File: src/rtl/ship_flood_bfs.sv
// BFS flood over the 4-connected hit component around a seed cell; reports sunk when no intact cell borders it.
// Optional SHIP_FLOOD_MARK_EN: on a sink result, rewrite every visited cell as 11 before reporting done.
module ship_flood_bfs #(
    parameter int GRID_W = 6,
    parameter int GRID_H = 6,
    parameter int CW     = 3,
    parameter int QDEPTH = 16,
    parameter int NW     = 6
) (
    input  logic          clk,
    input  logic          rstn,
    input  logic [CW-1:0] x,
    input  logic [CW-1:0] y,
    input  logic          bfs_start,
    output logic [CW-1:0] mem_addr_x,
    output logic [CW-1:0] mem_addr_y,
    output logic          mem_wr_en,
    output logic [1:0]    mem_wr_data,
    output logic          mem_in_valid,
    input  logic [1:0]    mem_rd_data,
    input  logic          mem_ready,
    output logic          bfs_done,
    output logic          bfs_sink,
    output logic          bfs_err,
    output logic [NW-1:0] bfs_count
);

    localparam int NCELL = GRID_W * GRID_H;
    localparam int IW    = (NCELL > 1) ? $clog2(NCELL) : 1;
    localparam int QW    = (QDEPTH > 1) ? $clog2(QDEPTH) : 1;
    localparam int PW    = IW + CW + 1;

    typedef enum logic [3:0] {
        S_IDLE, S_SEED, S_SEED_W, S_POP, S_NB, S_NB_W, S_MARK, S_MARK_W, S_DONE
    } state_t;

    state_t             state;
    logic [CW-1:0]      cx, cy;
    logic [1:0]         nb;
    logic [NCELL-1:0]   visited;
    logic [CW-1:0]      fifo_x [QDEPTH];
    logic [CW-1:0]      fifo_y [QDEPTH];
    logic [QW-1:0]      rd_ptr, wr_ptr;
    logic [QW:0]        fcnt;

    function automatic logic [IW-1:0] cell_idx(input logic [CW-1:0] cxx, input logic [CW-1:0] cyy);
        logic [PW-1:0] p;
        p = PW'(cyy) * PW'(GRID_W) + PW'(cxx);
        return p[IW-1:0];
    endfunction

    logic [CW-1:0] nb_x, nb_y;
    logic          nb_ok, nb_seen, seed_in, fifo_full;
    logic [IW-1:0] nb_idx, seed_idx;

    // Boundary tests are done one bit wider so GRID_W == 2**CW still compares correctly.
    always_comb begin
        nb_x  = cx;
        nb_y  = cy;
        nb_ok = 1'b0;
        case (nb)
            2'd0: begin nb_x = cx - 1'b1; nb_ok = (cx != '0); end
            2'd1: begin nb_x = cx + 1'b1; nb_ok = ({1'b0, cx} < (CW+1)'(GRID_W - 1)); end
            2'd2: begin nb_y = cy + 1'b1; nb_ok = ({1'b0, cy} < (CW+1)'(GRID_H - 1)); end
            default: begin nb_y = cy - 1'b1; nb_ok = (cy != '0); end
        endcase
    end

    assign nb_idx    = cell_idx(nb_x, nb_y);
    assign nb_seen   = nb_ok ? visited[nb_idx] : 1'b1;
    assign seed_idx  = cell_idx(cx, cy);
    assign seed_in   = ({1'b0, cx} < (CW+1)'(GRID_W)) && ({1'b0, cy} < (CW+1)'(GRID_H));
    assign fifo_full = (fcnt == (QW+1)'(QDEPTH));

`ifdef SHIP_FLOOD_MARK_EN
    logic [CW-1:0] mark_x, mark_y;
    logic          mark_last, wr_en_r;
    logic [1:0]    wr_data_r;
    assign mark_last   = (mark_x == CW'(GRID_W - 1)) && (mark_y == CW'(GRID_H - 1));
    assign mem_wr_en   = wr_en_r;
    assign mem_wr_data = wr_data_r;
`else
    assign mem_wr_en   = 1'b0;
    assign mem_wr_data = 2'b00;
`endif

    always_ff @(posedge clk) begin
        if (!rstn) begin
            state        <= S_IDLE;
            cx           <= '0;
            cy           <= '0;
            nb           <= '0;
            visited      <= '0;
            rd_ptr       <= '0;
            wr_ptr       <= '0;
            fcnt         <= '0;
            mem_addr_x   <= '0;
            mem_addr_y   <= '0;
            mem_in_valid <= 1'b0;
            bfs_done     <= 1'b0;
            bfs_sink     <= 1'b0;
            bfs_err      <= 1'b0;
            bfs_count    <= '0;
`ifdef SHIP_FLOOD_MARK_EN
            mark_x       <= '0;
            mark_y       <= '0;
            wr_en_r      <= 1'b0;
            wr_data_r    <= 2'b00;
`endif
        end else begin
            mem_in_valid <= 1'b0;
            case (state)
                S_IDLE: begin
                    if (bfs_start) begin
                        cx        <= x;
                        cy        <= y;
                        visited   <= '0;
                        bfs_count <= '0;
                        bfs_sink  <= 1'b0;
                        bfs_err   <= 1'b0;
                        rd_ptr    <= '0;
                        wr_ptr    <= '0;
                        fcnt      <= '0;
                        state     <= S_SEED;
                    end
                end
                S_SEED: begin
                    if (seed_in) begin
                        mem_addr_x   <= cx;
                        mem_addr_y   <= cy;
                        mem_in_valid <= 1'b1;
`ifdef SHIP_FLOOD_MARK_EN
                        wr_en_r      <= 1'b0;
`endif
                        state        <= S_SEED_W;
                    end else begin
                        bfs_done <= 1'b1;
                        state    <= S_DONE;
                    end
                end
                // mem_in_valid still high means this is the strobe cycle; the reply comes later.
                S_SEED_W: begin
                    if (!mem_in_valid && mem_ready) begin
                        if (mem_rd_data == 2'b10) begin
                            fifo_x[wr_ptr]     <= cx;
                            fifo_y[wr_ptr]     <= cy;
                            wr_ptr             <= wr_ptr + 1'b1;
                            fcnt               <= fcnt + 1'b1;
                            visited[seed_idx]  <= 1'b1;
                            bfs_count          <= NW'(1);
                            state              <= S_POP;
                        end else begin
                            bfs_done <= 1'b1;
                            state    <= S_DONE;
                        end
                    end
                end
                S_POP: begin
                    if (fcnt == '0) begin
`ifdef SHIP_FLOOD_MARK_EN
                        mark_x <= '0;
                        mark_y <= '0;
                        state  <= S_MARK;
`else
                        bfs_sink <= 1'b1;
                        bfs_done <= 1'b1;
                        state    <= S_DONE;
`endif
                    end else begin
                        cx     <= fifo_x[rd_ptr];
                        cy     <= fifo_y[rd_ptr];
                        rd_ptr <= rd_ptr + 1'b1;
                        fcnt   <= fcnt - 1'b1;
                        nb     <= '0;
                        state  <= S_NB;
                    end
                end
                S_NB: begin
                    if (nb_seen) begin
                        nb    <= nb + 2'd1;
                        state <= (nb == 2'd3) ? S_POP : S_NB;
                    end else begin
                        mem_addr_x   <= nb_x;
                        mem_addr_y   <= nb_y;
                        mem_in_valid <= 1'b1;
`ifdef SHIP_FLOOD_MARK_EN
                        wr_en_r      <= 1'b0;
`endif
                        state        <= S_NB_W;
                    end
                end
                S_NB_W: begin
                    if (!mem_in_valid && mem_ready) begin
                        if (mem_rd_data == 2'b01) begin
                            bfs_done <= 1'b1;
                            state    <= S_DONE;
                        end else if (mem_rd_data == 2'b10 && fifo_full) begin
                            bfs_err  <= 1'b1;
                            bfs_done <= 1'b1;
                            state    <= S_DONE;
                        end else begin
                            if (mem_rd_data == 2'b10) begin
                                fifo_x[wr_ptr]  <= nb_x;
                                fifo_y[wr_ptr]  <= nb_y;
                                wr_ptr          <= wr_ptr + 1'b1;
                                fcnt            <= fcnt + 1'b1;
                                visited[nb_idx] <= 1'b1;
                                bfs_count       <= bfs_count + NW'(1);
                            end
                            nb    <= nb + 2'd1;
                            state <= (nb == 2'd3) ? S_POP : S_NB;
                        end
                    end
                end
`ifdef SHIP_FLOOD_MARK_EN
                S_MARK: begin
                    if (visited[cell_idx(mark_x, mark_y)]) begin
                        mem_addr_x   <= mark_x;
                        mem_addr_y   <= mark_y;
                        mem_in_valid <= 1'b1;
                        wr_en_r      <= 1'b1;
                        wr_data_r    <= 2'b11;
                        state        <= S_MARK_W;
                    end else if (mark_last) begin
                        bfs_sink <= 1'b1;
                        bfs_done <= 1'b1;
                        state    <= S_DONE;
                    end else begin
                        mark_x <= (mark_x == CW'(GRID_W - 1)) ? '0 : mark_x + 1'b1;
                        mark_y <= (mark_x == CW'(GRID_W - 1)) ? mark_y + 1'b1 : mark_y;
                    end
                end
                S_MARK_W: begin
                    if (!mem_in_valid && mem_ready) begin
                        if (mark_last) begin
                            bfs_sink <= 1'b1;
                            bfs_done <= 1'b1;
                            state    <= S_DONE;
                        end else begin
                            mark_x <= (mark_x == CW'(GRID_W - 1)) ? '0 : mark_x + 1'b1;
                            mark_y <= (mark_x == CW'(GRID_W - 1)) ? mark_y + 1'b1 : mark_y;
                            state  <= S_MARK;
                        end
                    end
                end
`endif
                S_DONE: begin
                    if (!bfs_start) begin
                        bfs_done <= 1'b0;
                        bfs_sink <= 1'b0;
                        bfs_err  <= 1'b0;
                        state    <= S_IDLE;
                    end
                end
                default: state <= S_IDLE;
            endcase
        end
    end

endmodule

File: config.mk
export PLATFORM = sky130hd
export DESIGN_NAME = ship_flood_bfs
export DESIGN_NICKNAME = d
export VERILOG_FILES = /design/src/rtl/ship_flood_bfs.sv
export SDC_FILE = /design/constraint.sdc
export NUM_CORES = 1
export LEC_CHECK = 0
export ABC_AREA = 1
export CAP_MARGIN = 20
export CORE_MARGIN = 2
export CORE_UTILIZATION = 56
export CTS_CLUSTER_SIZE = 28
export DETAILED_ROUTE_END_ITERATION = 7
export PLACE_DENSITY = 0.88
export SLEW_MARGIN = 25
export SYNTH_ARGS = -nofsm -noshare
export SYNTH_HDL_FRONTEND = slang
export SYNTH_SLANG_ARGS = --single-unit
export TNS_END_PERCENT = 20
File: constraint.sdc
create_clock -name clk -period 3.9 [get_ports clk]
set_clock_uncertainty 0.05 [all_clocks]
set_input_delay 0.585 -clock clk [delete_from_list [all_inputs] [get_ports clk]]
set_output_delay 0.585 -clock clk [all_outputs]
set_load 0.05 [all_outputs]
Word level (Yosys, flattened, before mapping)

Memory sizes are Yosys's and may differ from the RTL's. A register that Yosys moved wholly into a read port is not among the register bits.
Cells that the tools add are included.

Flip-flop bits (word level): 77
Memory bits (writable): 96
Output and inout port bits: 19
Logic and storage cells: 209
Memories kept: 2

Add/sub/neg operators: 12
Multiply operators: 2
Magnitude comparators: 8
Eq/ne operators: 29
Muxes and demuxes: 107
Bitwise operators: 4
Reduce and logical (&&, ||, !) cells: 30

Memories:

| memory | depth | width | rd ports | clocked after Yosys merged registers in | write ports | RTL line | RTL |
|---|---|---|---|---|---|---|---|
| fifo_x | 16    | 3     | 1        | 1                                       | 1           | 41       | `logic [CW-1:0] fifo_x [QDEPTH];` |
| fifo_y | 16    | 3     | 1        | 1                                       | 1           | 42       | `logic [CW-1:0] fifo_y [QDEPTH];` |

Operators by type and width:

| kind                                                                         | number |
|---|---|
| 36-bit two-way mux                                                           | 7 |
| 36-bit one-hot mux with 3 select lines                                       | 1 |
| 4-bit two-way mux                                                            | 20 |
| 36-bit bitwise OR                                                            | 2 |
| 6-bit two-way mux                                                            | 7 |
| 3-bit two-way mux                                                            | 12 |
| 3-bit one-hot mux with 2 select lines                                        | 6 |
| 5-bit two-way mux                                                            | 7 |
| 2-bit != test, second input constant                                         | 16 |
| 1-bit two-way mux                                                            | 28 |
| 4-bit one-hot mux with 7 select lines                                        | 1 |
| 5-bit one-hot mux with 4 select lines                                        | 1 |
| 6-bit one-hot mux with 3 select lines                                        | 1 |
| 6-bit AND reduction                                                          | 3 |
| 3-bit nonzero test                                                           | 6 |
| 8-bit AND reduction                                                          | 2 |
| 6-bit by 7-bit less-than comparator with 1-bit output, second input constant | 2 |
| 6-bit by 3-bit adder with 6-bit output                                       | 2 |
| 1-bit demux with 6-bit select                                                | 2 |
| 6-bit by 1-bit >= comparator with 1-bit output, second input constant        | 2 |
| 3-bit less-than comparator, second input constant                            | 4 |
| 4-bit one-hot mux with 3 select lines                                        | 1 |
| 3-bit by 2-bit multiplier with 5-bit output, second input constant           | 2 |
| 2-bit two-way mux                                                            | 5 |
| 34 further kinds                                                             | 52 |

Depth between registers and ports, before layout

Depth in word-level cells: 15
Depth in mapped cells: 24
Mapped depth without buffers: 23

Least setup slack after synthesis

OpenSTA, ideal clock, no wires.

Path kind: register to register
Start: reg nb[0]
End: reg nb[0]
Setup time: 0.112 ns
Arrival time: 3.797 ns
Path slack: -0.059 ns
Cell stages (with the launch flop): 22
Buffers on the path: 1
Clock period less this slack: 3.959 ns
Cell sequence: dfxtp_1 inv_1 ha_1 fa_1 or2_2 o21ai_0 ha_1 inv_1 fa_1 nor2_1 nand3_1 nand2_1 nor2_1 nand3_1 nand2_1 inv_1 nand2_1 nand4_1 buf_2 nand3_1 nand2_1 nor2_1

Word-level cells in the longest chain between the ends: 10

Ends and longest elaborated chain:

| element                                                                             | RTL line | RTL |
|---|---|---|
| start: declaration                                                                  | 39       | `logic [1:0] nb;` |
| start signal: assignment                                                            | 180      | `nb <= nb + 2'd1;` |
| start signal: assignment                                                            | 210      | `nb <= nb + 2'd1;` |
| 2-bit by 1-bit equality test with 1-bit output or 2-bit logical NOT (tied branches) | 61       | `case (nb)` |
| 2-bit OR reduction (no source line)                                                 | -        |  |
| 3-bit one-hot mux with 2 select lines                                               | 61       |  |
| 3-bit by 2-bit multiplier with 5-bit output                                         | 48       | `p = PW'(cyy) * PW'(GRID_W) + PW'(cxx);` |
| 6-bit by 3-bit adder with 6-bit output                                              | 48       |  |
| 1-bit binary-select mux with 6-bit select                                           | 70       | `assign nb_seen = nb_ok ? visited[nb_idx] : 1'b1;` |
| 1-bit two-way mux (not written as such)                                             | 70       |  |
| 1-bit two-way mux                                                                   | 70       |  |
| 2-bit != test (no source line)                                                      | -        |  |
| 6-bit AND reduction (no source line)                                                | -        |  |

Several ways; a longest one is shown, not always the timed one. The select of a mux whose other input is x is not followed.
A chain may end at the register's enable or synchronous reset.

Final worst setup path

Ends and elaborated chain as after synthesis.

==> flow_summary.ini <==
[drt]
drt.antenna.violating_nets = 0
initialDrtViolationCount = 1058
dr_total_vias = 7846
drc_errors = 0
drt_wl_total_mm = 23.4
avgRoutedWirePerCell_um = 17.7
post_drt_via_cell_ratio = 5.91
drt_pass1_iterations = 5

[placed_design]
port_buffers = 27
gp_congestion = 0.992
detailed_place_hpwl_mm = 15.3

[power]
vdd_drop_max_mv = 0.859
power.combinational.fraction_pct = 53.7
seqPwrFrac_pct = 26.6
powerDensity_nw_per_um2 = 817
swShare_pct = 46.6
power_report.internal_total_w = 0.00463
total_power_w = 0.00867
p_switching_w = 0.00405
power.clock.fraction_pct = 19.7
power_leakage_nw = 3.98

[global_routing]
first_global_vias = 7294
antenna_found_initial = 0
grt_max_degree = 49
grt_overflow = 0
track_usage_pct = 27.7
grt_first_pass_wirelength_mm = 36.3

[floorplanning]
die_width_um = 131
boundaryPins = 31
start_util_pct = 57.0
placeableCoreArea_um2 = 15800
row_count = 46
dieHeight_um = 131
dieArea_um2 = 17100

[final_layout]
final_nets = 1143
most_used_cells_in_the_layout_excluding_fill_and_tap_cells = sky130_fd_sc_hd__nand2_1 (171), sky130_fd_sc_hd__nor2_1 (138), sky130_fd_sc_hd__edfxtp_1 (96), sky130_fd_sc_hd__inv_1 (89), sky130_fd_sc_hd__dfxtp_1 (78)
multi_input_comb_area_um2 = 4060
register_area_um2 = 4510
num_antenna_cells = 0
final_layout_size_suffix_gt1_share_pct = 14.9
final_common_cell = sky130_fd_sc_hd__nand2_1
area.growth.synth_to_final_pct = 18.1
final_util_pct = 67.3
fillCellCount = 1151

[worst_hold_path]
holdCritPathClass = flip-flop to flip-flop
worst_hold_path.endpoint = visited[5]$_SDFFE_PN0P_
hold-path-cell-count = 2
timing.hold.worst.start = visited[5]$_SDFFE_PN0P_

[clock_network]
clock_tree_from_tritoncts = built
cts-htree-levels = 4
insertion_delay_ps = 440
max-clock-path-buffers = 2
cts-hold-fix-buffers = 0
cts_root_buffer = sky130_fd_sc_hd__clkbuf_16
clk_pin_slew_ps = 70
cts.sink_count = 177
numCtsBuffers = 17

[synth]
synth_cells = 1022
synth_area_per_cell_um2 = 8.79
postSynth.topFlopCell = sky130_fd_sc_hd__edfxtp_1
synth-edff-count = 96
synth_seq_cells = 177
post_synth_instance_area_um2 = 8980
cell_variety_after_synth = 52
yosysSeqAreaShare_pct = 50.1
ys_async_sr_fraction_pct = 0
yosys_warns = 0

[critical_path]
critPathCaptureType = flip-flop
timing.setup.critical_path_class = flip-flop to flip-flop
critical_path.startpoint = nb[0]$_SDFFE_PN0P_
r2r_slack_ps = 60
worstReg2RegEnd = nb[0]$_SDFFE_PN0P_
worst_r2r_startpoint = nb[0]$_SDFFE_PN0P_
crit_path_max_fanout = 6
reg2reg_depth = 22
worst_ep_required_time_ps = 4190
timing.critical_path.from_type = flip-flop
worst-endpoint-arrival_ps = 4120

[timing]
timing.final.setup_violations = 0
period_minus_slack_ps = 3840
tightestPinTransition_ps = 1050
rsz0062_at_grt = true
timing.fmax_mhz = 261
max-slew-margin-rel_pct = 30.2
maxSlewViolCount = 0
final.hold.worst_slack_ps = 419
layout_worst_path_cycle_share_pct = 98.4
final.setup.tns_ps = 0
timing_hold_violations_final = 0

[run_status]
run_status = complete, no violations

[run]
timing.max_cap.violations = 0
## sequential cells by signal (all words and copies together), names as in the netlist, named ones only
signal        flops
fifo_y           48
bfs_sink          1
mem_in_valid      1
fcnt              5
bfs_done          1
fifo_x           48
rd_ptr            4
visited          36
bfs_err           1
state             4
wr_ptr            4
cy                3
nb                2
mem_addr_x        3
bfs_count         6
mem_addr_y        3
cx                3
## critical path, stage by stage, from the launching register on
cell	delay [ps]
sky130_fd_sc_hd__dfxtp_4	390
sky130_fd_sc_hd__inv_4	50
sky130_fd_sc_hd__ha_1	240
sky130_fd_sc_hd__inv_1	130
sky130_fd_sc_hd__nand2_1	170
sky130_fd_sc_hd__or2_4	310
sky130_fd_sc_hd__o21ai_4	70
sky130_fd_sc_hd__buf_4	160
sky130_fd_sc_hd__inv_1	70
sky130_fd_sc_hd__fa_1	530
sky130_fd_sc_hd__xnor2_1	250
sky130_fd_sc_hd__inv_1	130
sky130_fd_sc_hd__a31oi_1	210
sky130_fd_sc_hd__nand3_1	130
sky130_fd_sc_hd__nand2_1	90
sky130_fd_sc_hd__inv_1	40
sky130_fd_sc_hd__nand2_1	70
sky130_fd_sc_hd__nand4_1	180
sky130_fd_sc_hd__buf_6	200
sky130_fd_sc_hd__nand2_1	60
sky130_fd_sc_hd__inv_2	40
sky130_fd_sc_hd__nor2_1	90
sky130_fd_sc_hd__nor2_1	50
## worst max-delay path by stage
stage / end / slack, ps / depth (start not counted)
2_1_floorplan: mem_addr_x[0]$_SDFFE_PN0P_ / 10 / 22
3_3_place_gp: nb[0]$_SDFFE_PN0P_ / -10 / 21
3_5_place_dp: nb[0]$_SDFFE_PN0P_ / -120 / 22
4_1_cts: nb[0]$_SDFFE_PN0P_ / 10 / 23
5_1_grt: nb[1]$_SDFFE_PN0P_ / -100 / 25
6_report: nb[0]$_SDFFE_PN0P_ / 60 / 22
## power by group through the flow
stage                     sequential, W  clock, W  combinational [W]
after global placement          0.00234         0            0.00395
after detailed placement        0.00234         0            0.00402
final                           0.00231   0.00171            0.00466
after global routing            0.00232   0.00179            0.00498
after floorplan                 0.00247         0            0.00259
after CTS                       0.00230   0.00171            0.00414
## cell families (layout without fill, tap and decap cells)
kind of cell | after synthesis | in the layout | synth area share, %
AND/OR/NAND/NOR | 452 | 452 | 22.6
AO/OA/AOI/OAI | 192 | 192 | 12.8
flip-flops | 177 | 177 | 50.1
buffers and inverters | 139 | 226 | 6.25
adder cells (fa/ha/maj) | 33 | 33 | 5.18
multiplexers | 17 | 17 | 1.89
XOR/XNOR | 11 | 11 | 1.07
other | 1 | 3 | 0.0417
## repair_timing
item	in CTS	in global routing
pin swaps	3	15
gates cloned	1	1
hold endpoints to repair	0	0
setup endpoints to repair	11	24
resized for setup	8	40
setup buffers	2	5
## metal layers
metal | vias to the layer above | wire length, um | track usage [%]
met5 | - | 0 | 0
met4 | 0 | 971 | 12.9
met3 | 95 | 2080 | 6.03
met2 | 482 | 11100 | 45.5
met1 | 3620 | 9330 | 35.2
li1 | 3649 | - | -
## Yosys cell counts, types with 2 or more instances
cell	instances	area, um^2
sky130_fd_sc_hd__nand2_1	173	649
sky130_fd_sc_hd__nor2_1	144	541
sky130_fd_sc_hd__edfxtp_1	96	2880
sky130_fd_sc_hd__inv_1	93	349
sky130_fd_sc_hd__dfxtp_1	81	1620
sky130_fd_sc_hd__a21oi_1	75	375
sky130_fd_sc_hd__nand3_1	62	310
sky130_fd_sc_hd__o21ai_0	51	255
sky130_fd_sc_hd__ha_1	26	325
sky130_fd_sc_hd__nor3_1	19	95.1
sky130_fd_sc_hd__clkbuf_1	18	67.6
sky130_fd_sc_hd__mux2i_1	17	170
sky130_fd_sc_hd__o221ai_1	17	149
sky130_fd_sc_hd__a31oi_1	15	93.8
sky130_fd_sc_hd__o211ai_1	13	97.6
sky130_fd_sc_hd__buf_2	12	60.1
sky130_fd_sc_hd__nor2_2	12	75.1
sky130_fd_sc_hd__xor2_1	9	78.8
sky130_fd_sc_hd__nand4_1	8	50.1
sky130_fd_sc_hd__fa_1	7	140
sky130_fd_sc_hd__nand3b_1	7	52.6
sky130_fd_sc_hd__o32ai_1	7	61.3
sky130_fd_sc_hd__buf_4	6	45.0
sky130_fd_sc_hd__inv_2	6	22.5
sky130_fd_sc_hd__nor3b_1	6	45.0
sky130_fd_sc_hd__nor2_4	4	45.0
sky130_fd_sc_hd__nor4_1	4	25.0
sky130_fd_sc_hd__nor3_2	3	30.0
sky130_fd_sc_hd__a211oi_1	2	15.0
sky130_fd_sc_hd__buf_1	2	7.51
sky130_fd_sc_hd__nand2_2	2	12.5
sky130_fd_sc_hd__o21a_1	2	15.0
sky130_fd_sc_hd__o21ai_2	2	17.5
sky130_fd_sc_hd__or2_2	2	12.5
sky130_fd_sc_hd__xnor2_1	2	17.5
## stage by stage
stage	area [um^2]	cells	setup WS, ps
final	10600	1327	63.6
after global routing	10600	1327	-95.1
after CTS	10400	1321	9.72
after detailed placement	9780	1286	-122
after global placement	9780	1286	-11.0
after floorplan	8990	1024	14.0
## cell type report
class                   count  area share (%)
flip-flops and latches    177            42.5
clock inverters            15            1.69
multi-input cells         708            38.3
clock buffers              17            4.01
repair buffers             93            7.29
inverters                 101            3.67
well taps                 216            2.55
Note: power is estimated with default switching activity, not from simulation.
==> RTL change: new RTL, config.mk and constraints unchanged <==
The option `SHIP_FLOOD_MARK_EN` is turned on by a define.
--- a/src/rtl/ship_flood_bfs.sv
+++ b/src/rtl/ship_flood_bfs.sv
@@ -1,5 +1,7 @@
 // BFS flood over the 4-connected hit component around a seed cell; reports sunk when no intact cell borders it.
 // Optional SHIP_FLOOD_MARK_EN: on a sink result, rewrite every visited cell as 11 before reporting done.
+`define SHIP_FLOOD_MARK_EN
+
 module ship_flood_bfs #(
     parameter int GRID_W = 6,
     parameter int GRID_H = 6,
Function: not settled (the Yosys comparison gave no result); the edit may change what the design does.
==> RTL change against the original RTL <==
Core utilization fell by 0.46 points. Sequential share of layout area shrank 2.3 points. Fmax fell by 0.50%. Critical path depth rose by 2. Die area is 11% higher. Sequential cell count rose by 8. Total power grew 15%. Cell area increased by 9.3%. Global-route usage is 2.0 points higher. Worst setup slack got worse by 0.019 ns. Wire length is 18% higher. Synthesized area grew 11%. Non-clock buffer count decreased by 8.
==> RTL change: results (changes against the original RTL) <==
| Metric | Value |
|---|---|
| Share of layout cells above drive strength 1 | `12.0% (was 14.9%)` |
| Critical path's top delay family | `adder cells (was simple AND/OR/NAND/NOR gates)` |
| DRT iter0 DRCs | `1005 (was 1058)` |
| Detail Placement HPWL | `18800 um (was 15300 um)` |
| Non-clock buffers, area share | `6.31% (was 7.29%)` |
| Fraction of the mapped netlist area in adder cells | `5.68% (was 5.18%)` |
| Non-clk bufs | `85 (was 93)` |
| GRT Total Usage | `29.7% (was 27.7%)` |
| Register area share after synthesis | `46.7% (was 50.1%)` |
| Met1 Use GR | `38.7% (was 35.2%)` |
| Yosys cell types | `45 (was 52)` |
| Met3 wire len | `2600 um (was 2080 um)` |
| Register bit count reported by yosys | `185 (was 177)` |
| Status | `finished clean (unchanged)` |
| Fraction of synthesized cell area in xor and xnor cells | `1.31% (was 1.07%)` |
| Routability Congestion | `0.984 (was 0.992)` |
| Multi-input gates | `869 (was 708)` |
| Met1 WL | `11100 um (was 9330 um)` |
| Multi-input gate area | `0.00485 sq mm (was 0.00406 sq mm)` |
| Area contributors post-synth | `edfxtp_1, dfxtp_1, nand2_1 (unchanged)` |
| Clk tree area frac | `5.41% (was 5.69%)` |
| Avg WL per Cell | `18.3 um (was 17.7 um)` |
| Seq/total area | `40.3% (was 42.5%)` |
| Post-synthesis compound-gate area fraction | `15.3% (was 12.8%)` |
| Fillcell total | `1307 (was 1151)` |
| Invs w/o clock | `117 (was 101)` |
| Max incr delay on CP | `0.64 ns (was 0.53 ns)` |
| Syn Area/Cell | `8.23 sq um (was 8.79 sq um)` |
| M3 GR Usage | `6.48% (was 6.03%)` |
[RTL change: cell count changes in the layout (fill, tap and decap cells not counted), moves of 13 or more]
cell,before,now
nor2_1,138,175
nand3_1,59,78
a21oi_1,75,120
buf_4,63,50
nand2_1,171,214
inv_1,89,104
[RTL change: repair_timing]
item / CTS / global route
resized for setup: 10 / 45
setup endpoints to repair: 13 / 13
gates cloned: 2 / 0
buffers inserted: 0 / 3
pin swaps: 6 / 23
[RTL change: power by group through the flow]
stage / clock network, mW / registers, mW / logic (mW)
finish: 1.81 / 2.46 / 5.73
global placement: 0 / 2.49 / 5.03
detailed placement: 0 / 2.49 / 5.13
global route: 1.89 / 2.48 / 6.18
CTS: 1.81 / 2.45 / 5.23
floorplan: 0 / 2.59 / 3.18
[RTL change: stage by stage]
step / setup WS [ns] / power, mW / area [sq um]
floorplan: 0.0209 / 5.77 / 10000
global placement: 0.0170 / 7.51 / 10800
detailed placement: -0.137 / 7.62 / 10800
CTS: 0.0118 / 9.48 / 11400
global route: -0.157 / 10.5 / 11600
finish: 0.0443 / 10.0 / 11600
[RTL change: cell families after synthesis]
family | Yosys count
multiplexers | 17
XOR/XNOR | 15
flip-flops | 185
buffers and inverters | 160
AO/OA/AOI/OAI | 261
adder cells (fa/ha/maj) | 40
AND/OR/NAND/NOR | 536
[RTL change: worst paths after layout]
kind,cells after the start,endpoint,from
worst min-delay path,2,bfs_sink$_SDFFE_PN0P_,bfs_sink$_SDFFE_PN0P_
worst max register to register,24,mem_addr_y[1]$_SDFFE_PN0P_,nb[0]$_SDFFE_PN0P_
worst max-delay path,24,mem_addr_y[1]$_SDFFE_PN0P_,nb[0]$_SDFFE_PN0P_
worst min register to register,2,bfs_sink$_SDFFE_PN0P_,bfs_sink$_SDFFE_PN0P_
